`config.mk`:
```
export PLATFORM = sky130hd
export DESIGN_NAME = tmp_decimator
export DESIGN_NICKNAME = d
export VERILOG_FILES = /design/src/rtl/tmp_pkg.sv /design/src/rtl/tmp_ones_counter.sv /design/src/rtl/tmp_decimator.sv
export SDC_FILE = /design/constraint.sdc
export NUM_CORES = 1
export LEC_CHECK = 0
export CAP_MARGIN = 20
export CORE_ASPECT_RATIO = 0.8
export CORE_UTILIZATION = 45
export CTS_CLUSTER_SIZE = 12
export DETAILED_ROUTE_END_ITERATION = 8
export PLACE_DENSITY = 0.66
export SLEW_MARGIN = 10
export SYNTH_ARGS = -nofsm -noshare
export SYNTH_HDL_FRONTEND = slang
export SYNTH_SLANG_ARGS = --single-unit
```
`constraint.sdc`:
```
create_clock -name clk -period 5.4 [get_ports clk]
set_clock_uncertainty 0.2 [all_clocks]
set_input_delay 1.08 -clock clk [delete_from_list [all_inputs] [get_ports clk]]
set_output_delay 1.08 -clock clk [all_outputs]
set_load 0.02 [all_outputs]
```
`src/rtl/tmp_pkg.sv`:
```
// ---------------------------------------------------------------------------
// tmp_pkg -- shared definitions for the temperature-sensor decimator.
//
// Holds the decimator FSM state encoding and the default window / settle
// parameters so the top level and the ones counter agree on them.
// ---------------------------------------------------------------------------
package tmp_pkg;

  // Default window length is 2^OSR_LOG2_DEF comparator decisions.
  localparam int OSR_LOG2_DEF = 8;
  // Default number of leading decisions discarded after enable.
  localparam int SETTLE_DEF   = 4;

  typedef enum logic [1:0] {
    ST_IDLE   = 2'd0,
    ST_SETTLE = 2'd1,
    ST_ACCUM  = 2'd2
  } tmp_state_e;

endpackage : tmp_pkg

```
`src/rtl/tmp_ones_counter.sv`:
```
// ---------------------------------------------------------------------------
// tmp_ones_counter -- strobe-gated window counter and ones accumulator.
//
// Counts strobes over a window of 2^OSR_LOG2 decisions and sums the decision
// bits. On the strobe that completes the window, o_done pulses and o_sum
// carries the final sum including that strobe's bit; the counter and
// accumulator restart on the same edge, so the next strobe opens a new window.
//
// Ports:
//   clk      in   clock, posedge
//   reset_n  in   asynchronous active-low reset
//   i_clear  in   synchronous clear of counter and accumulator (wins over i_stb)
//   i_stb    in   valid decision strobe
//   i_bit    in   decision bit, used only when i_stb=1
//   o_done   out  this strobe completes the window (combinational)
//   o_sum    out  accumulator plus current bit (CODE_W bits)
// ---------------------------------------------------------------------------
module tmp_ones_counter
  import tmp_pkg::*;
#(
  parameter int OSR_LOG2 = OSR_LOG2_DEF,
  parameter int CODE_W   = OSR_LOG2 + 1
) (
  input  logic              clk,
  input  logic              reset_n,
  input  logic              i_clear,
  input  logic              i_stb,
  input  logic              i_bit,
  output logic              o_done,
  output logic [CODE_W-1:0] o_sum
);

  logic [OSR_LOG2-1:0] r_cnt;
  logic [CODE_W-1:0]   r_acc;
  logic                w_last;

  // The accumulator holds at most 2^OSR_LOG2-1 before the final strobe, so
  // the sum including the last bit peaks at 2^OSR_LOG2 and never wraps.
  assign w_last = &r_cnt;
  assign o_sum  = r_acc + CODE_W'(i_bit);
  assign o_done = i_stb & w_last & ~i_clear;

  // NOTE: sequential state uses non-blocking assignments so every register
  // samples pre-edge values regardless of statement order.
  always_ff @(posedge clk or negedge reset_n) begin
    if (!reset_n) begin
      r_cnt <= '0;
      r_acc <= '0;
    end else if (i_clear) begin
      r_cnt <= '0;
      r_acc <= '0;
    end else if (i_stb) begin
      // r_cnt wraps from all-ones to zero, which is exactly the restart.
      r_cnt <= r_cnt + 1'b1;
      r_acc <= w_last ? '0 : o_sum;
    end
  end

endmodule : tmp_ones_counter

```
`src/rtl/tmp_decimator.sv`:
```
// ---------------------------------------------------------------------------
// tmp_decimator -- decimates a comparator bit stream into a ones count.
//
// After enable, SETTLE strobes are discarded, then every window of
// 2^OSR_LOG2 strobes produces a count of ones offered on a valid/ready
// interface. A result that completes while an earlier one is still unconsumed
// is dropped and flagged with a sticky overrun.
//
// Ports:
//   clk         in   clock, posedge
//   reset_n     in   asynchronous active-low reset
//   enable      in   1 = convert continuously, 0 = abort and idle
//   bit_stb     in   one-cycle strobe marking a valid comparator decision
//   cmp_bit     in   comparator decision, sampled when bit_stb=1
//   code        out  ones count of the last completed window
//   code_valid  out  code holds an unconsumed result
//   code_ready  in   consumer accepts code when code_valid & code_ready
//   busy        out  converter is settling or accumulating
//   overrun     out  sticky: a completed window was dropped
// ---------------------------------------------------------------------------
module tmp_decimator
  import tmp_pkg::*;
#(
  parameter int OSR_LOG2 = OSR_LOG2_DEF,
  parameter int SETTLE   = SETTLE_DEF,
  parameter int CODE_W   = OSR_LOG2 + 1
) (
  input  logic              clk,
  input  logic              reset_n,
  input  logic              enable,
  input  logic              bit_stb,
  input  logic              cmp_bit,
  output logic [CODE_W-1:0] code,
  output logic              code_valid,
  input  logic              code_ready,
  output logic              busy,
  output logic              overrun
);

  // Wide enough for SETTLE-1; at least one bit so SETTLE=0 still elaborates.
  localparam int SET_W = (SETTLE > 1) ? $clog2(SETTLE + 1) : 1;
  localparam logic [SET_W-1:0] SETTLE_LAST = SET_W'((SETTLE > 0) ? SETTLE - 1 : 0);

  tmp_state_e        r_state;
  tmp_state_e        w_state_nxt;
  logic              w_start;
  logic [SET_W-1:0]  r_settle_cnt;
  logic              w_cnt_clear;
  logic              w_done;
  logic [CODE_W-1:0] w_sum;
  logic [CODE_W-1:0] r_code;
  logic              r_code_valid;
  logic              r_overrun;

  // NOTE: every signal driven here gets a default first, so no path through
  // the block leaves it unassigned and no latch is inferred.
  always_comb begin
    w_state_nxt = r_state;
    w_start     = 1'b0;
    if (!enable) begin
      w_state_nxt = ST_IDLE;
    end else begin
      unique case (r_state)
        ST_IDLE: begin
          w_start     = 1'b1;
          w_state_nxt = (SETTLE == 0) ? ST_ACCUM : ST_SETTLE;
        end
        ST_SETTLE: begin
          if (bit_stb && (r_settle_cnt == SETTLE_LAST)) begin
            w_state_nxt = ST_ACCUM;
          end
        end
        ST_ACCUM: w_state_nxt = ST_ACCUM;
        default:  w_state_nxt = ST_IDLE;
      endcase
    end
  end

  // NOTE: all state, including counters and the held result, is cleared by
  // the asynchronous reset so outputs drop without waiting for a clock.
  always_ff @(posedge clk or negedge reset_n) begin
    if (!reset_n) begin
      r_state      <= ST_IDLE;
      r_settle_cnt <= '0;
    end else begin
      r_state <= w_state_nxt;
      if (w_start) begin
        r_settle_cnt <= '0;
      end else if ((r_state == ST_SETTLE) && enable && bit_stb) begin
        r_settle_cnt <= r_settle_cnt + 1'b1;
      end
    end
  end

  // The window only runs while accumulating and enabled; anything else keeps
  // it cleared, which discards a partial window and ignores a strobe in the
  // cycle enable drops.
  assign w_cnt_clear = (r_state != ST_ACCUM) | ~enable;

  tmp_ones_counter #(
    .OSR_LOG2 (OSR_LOG2),
    .CODE_W   (CODE_W)
  ) u_ones_counter (
    .clk     (clk),
    .reset_n (reset_n),
    .i_clear (w_cnt_clear),
    .i_stb   (bit_stb),
    .i_bit   (cmp_bit),
    .o_done  (w_done),
    .o_sum   (w_sum)
  );

  // Output holding register. A completing window loads if the slot is empty
  // or being consumed this very cycle; otherwise it is dropped and flagged.
  always_ff @(posedge clk or negedge reset_n) begin
    if (!reset_n) begin
      r_code       <= '0;
      r_code_valid <= 1'b0;
      r_overrun    <= 1'b0;
    end else begin
      if (w_start) begin
        r_overrun <= 1'b0;
      end
      if (w_done) begin
        if (!r_code_valid || code_ready) begin
          r_code       <= w_sum;
          r_code_valid <= 1'b1;
        end else begin
          r_overrun <= 1'b1;
        end
      end else if (r_code_valid && code_ready) begin
        r_code_valid <= 1'b0;
      end
    end
  end

  assign code       = r_code;
  assign code_valid = r_code_valid;
  assign overrun    = r_overrun;
  assign busy       = (r_state != ST_IDLE);

endmodule : tmp_decimator

```
==> impl_metrics.py <==
metrics = {
    "synth": {
        "synth_warnings": 0,
        "synth.largest_area_cell": "dfrtp_1",
        "syn-num-nets": 173,
        "synthCells": 159,
        "synthTopCellsByArea": "dfrtp_1 (49%), ha_1 (5.9%), xnor2_1 (3.6%)",
        "ys_types": 36,
        "synth_seq_cells": 33,
        "netlist_area_um2": 1687,
        "synth.avg_cell_area_um2": 10.61,
        "synth_top_area_share_pct": 48.96,
        "yosysSeqAreaShare_pct": 48.96,
    },
    "run": {
        "drv_cap": 0,
    },
    "cells_and_area": {
        "utilization_pct": 56.39,
        "final_common_cell": "dfrtp_1",
        "syn_to_final_growth_pct": 16.84,
        "mostFrequentLayoutCells": "dfrtp_1 (33), clkdlybuf4s50_1 (17), nor2_1 (16)",
        "final_nets": 194,
        "drive_gt1_share_pct": 12.71,
        "diodes": 0,
    },
    "critical_path": {
        "endpoint_kind": "flop",
        "worstSetupStartpointType": "input pin",
        "worstSetupPathType": "input pin to flop",
        "cp.required_ns": 5.37,
        "crit_fanout": 15,
        "cp.arrival_ns": 3.23,
    },
    "sta": {
        "min_period_over_period_pct": 60.47,
        "hold_viol_final": 0,
        "finalSetupViolCount": 0,
        "tightest_slew_ns": 0.8836,
        "rsz0062_at_grt": "no",
        "timing.fmax_ghz": 0.3062,
        "setup_tns_ns": 0,
        "relSlewSlack_pct": 40.84,
        "finalMaxSlewViolations": 0,
        "fin_crit_ns": 3.265,
        "fin_ws_ns": 2.135,
    },
    "route": {
        "ant_nets": 0,
        "vias_per_cell": 5.372,
        "drt_iter0_markers": 89,
        "wl_met2_mm": 1.253,
        "first_pass_iters": 6,
        "wl_per_cell_um": 13.29,
        "route.vias.total": 1198,
        "drc": 0,
        "routed.top_layer": "met4",
        "m1WireLength_mm": 1.503,
        "finalWirelength_mm": 2.963,
        "met3_wirelength_um": 150,
    },
    "placement": {
        "gp_congestion": 0.8183,
        "io_buffers": 17,
        "pre_cts_slack_ns": 1.839,
        "hpwl_mm": 2.150,
    },
    "clock_network": {
        "clkSlewWorstSetupHoldPaths_ns": 0.06,
        "cts_hold_buf": 0,
        "cts_buffers": 5,
        "htreeDepth": 2,
        "cts.sinks": 33,
        "clock_path_buffers": 2,
        "cts_resized": 0,
        "tritoncts": "built",
        "cts_setup_buffers": 0,
        "clockRootBuffer": "clkbuf_8",
        "clock_latency_ns": 0.29,
    },
    "power": {
        "pwr-share-comb_pct": 18.1,
        "p_switching_mw": 0.1540,
        "p_sw_share_pct": 28.28,
        "clock_power_share_pct": 32.4,
        "p_int_mw": 0.3906,
        "p_leak_nw": 0.8652,
        "pwr-share-seq_pct": 49.5,
        "peakVddDrop_v": 0.0002164,
        "power_density_nw_per_um2": 276.3,
    },
    "global_route": {
        "grt_first_pass_wirelength_mm": 5.237,
        "grt_pass1_vias": 1166,
        "grt_max_degree": 34,
        "gr-total-overflow": 0,
        "gr-usage-all-layers_pct": 17.11,
        "antenna_found_initial": 0,
    },
    "floorplanning": {
        "core_area_um2": 3495,
        "die_y_um": 56.76,
        "io_pins": 18,
        "row_count": 19,
        "start_util_pct": 48.26,
        "dieArea_um2": 3998,
        "die-width_um": 70.45,
    },
    "min_path": {
        "hold_path.class": "flop to flop",
    },
    "run_status": {
        "status": "finished clean",
    },
}
-- sequential cells by signal, indices dropped and copies added (netlist names) --
register,count
overrun,1
r_settle_cnt,3
u_ones_counter.r_acc,9
u_ones_counter.r_cnt,8
code_valid,1
code,9
r_state,2
-- worst max-delay path: stages --
cell and delay (ns):
clkdlybuf4s50_1 0.77, nand3_4 0.14, nor4b_4 0.82, mux2_2 0.42
-- cell usage after synthesis --
cell       instances
and3_2             1
dfrtp_1           33
a21oi_2            4
nand2b_1           3
or2_2              1
nand3_4            1
nand4_1            5
buf_4              1
nor2b_1            1
and2_1             1
mux2i_1            2
o21bai_1           1
a21oi_1           10
o21ai_0            7
xnor2_1            7
o21ba_2            1
nand2_1           12
or3_1              1
and3_1             4
a31oi_1            4
mux2_2             3
ha_1               8
nand3_1            3
a2bb2oi_1          1
o22ai_1            3
xor2_1             6
nor4b_4            1
a21boi_0           1
a22o_1             3
nand4_4            1
inv_1              7
buf_2              2
nor2_1            16
and4_1             1
or3_2              2
buf_6              1
-- path summary, 6_finish.rpt --
path	from	endpoint	slack, ns	depth (start not counted)
max in group asynchronous	reset_n	u_ones_counter.r_acc[6]	3.72	2
min in group asynchronous	reset_n	u_ones_counter.r_cnt[5]	0.98	2
max reg2reg	u_ones_counter.r_cnt[0]	code[7]	3.02	4
min	overrun	overrun	0.29	2
max	bit_stb	code[7]	2.13	4
min reg2reg	overrun	overrun	0.29	2
-- layout make-up --
cell class                 instances  area [um^2]
timing repair buffer              18        177.7
tap                               42        52.55
fill                             296         1524
multi-input combinational        115        805.8
clock inverter                     2        10.01
clock buffer                       6        72.57
sequential                        33        825.8
inverter                           7        26.28
-- per-layer routing --
layer  track usage (%)  vias to the layer above
met5                 0                        -
met4             7.714                        0
met3             5.566                        6
met2             25.17                       23
met1             22.92                      570
li1                  -                      599
-- per-stage QoR --
step	hold slack (ns)	instances	area, um^2	total power [mW]
after floorplan	0.2712	159	1687	0.3401
after global placement	0.2663	215	1888	0.3662
after detailed placement	0.2858	215	1888	0.3727
after CTS	0.3004	223	1971	0.5522
after global routing	0.3343	223	1971	0.5737
final	0.2905	223	1971	0.5446
-- power groups by stage --
stage | registers, mW | clock network, mW | logic (mW)
detailed placement | 0.274 | 0 | 0.0987
floorplan | 0.272 | 0 | 0.0683
global placement | 0.273 | 0 | 0.0935
global route | 0.271 | 0.193 | 0.109
finish | 0.270 | 0.176 | 0.0985
CTS | 0.269 | 0.183 | 0.0995
-- cell families (layout without fill, tap and decap cells) --
logic type	count (synthesis)	count (layout)	synth area share [%]
compound gates	35	35	13.28
mux	5	5	3.190
simple gates	54	54	18.62
fa+ha+maj	8	8	5.935
flops	33	33	48.96
buf+inv	11	33	3.265
xor+xnor	13	13	6.751
Power figures use the tool's default switching activity.
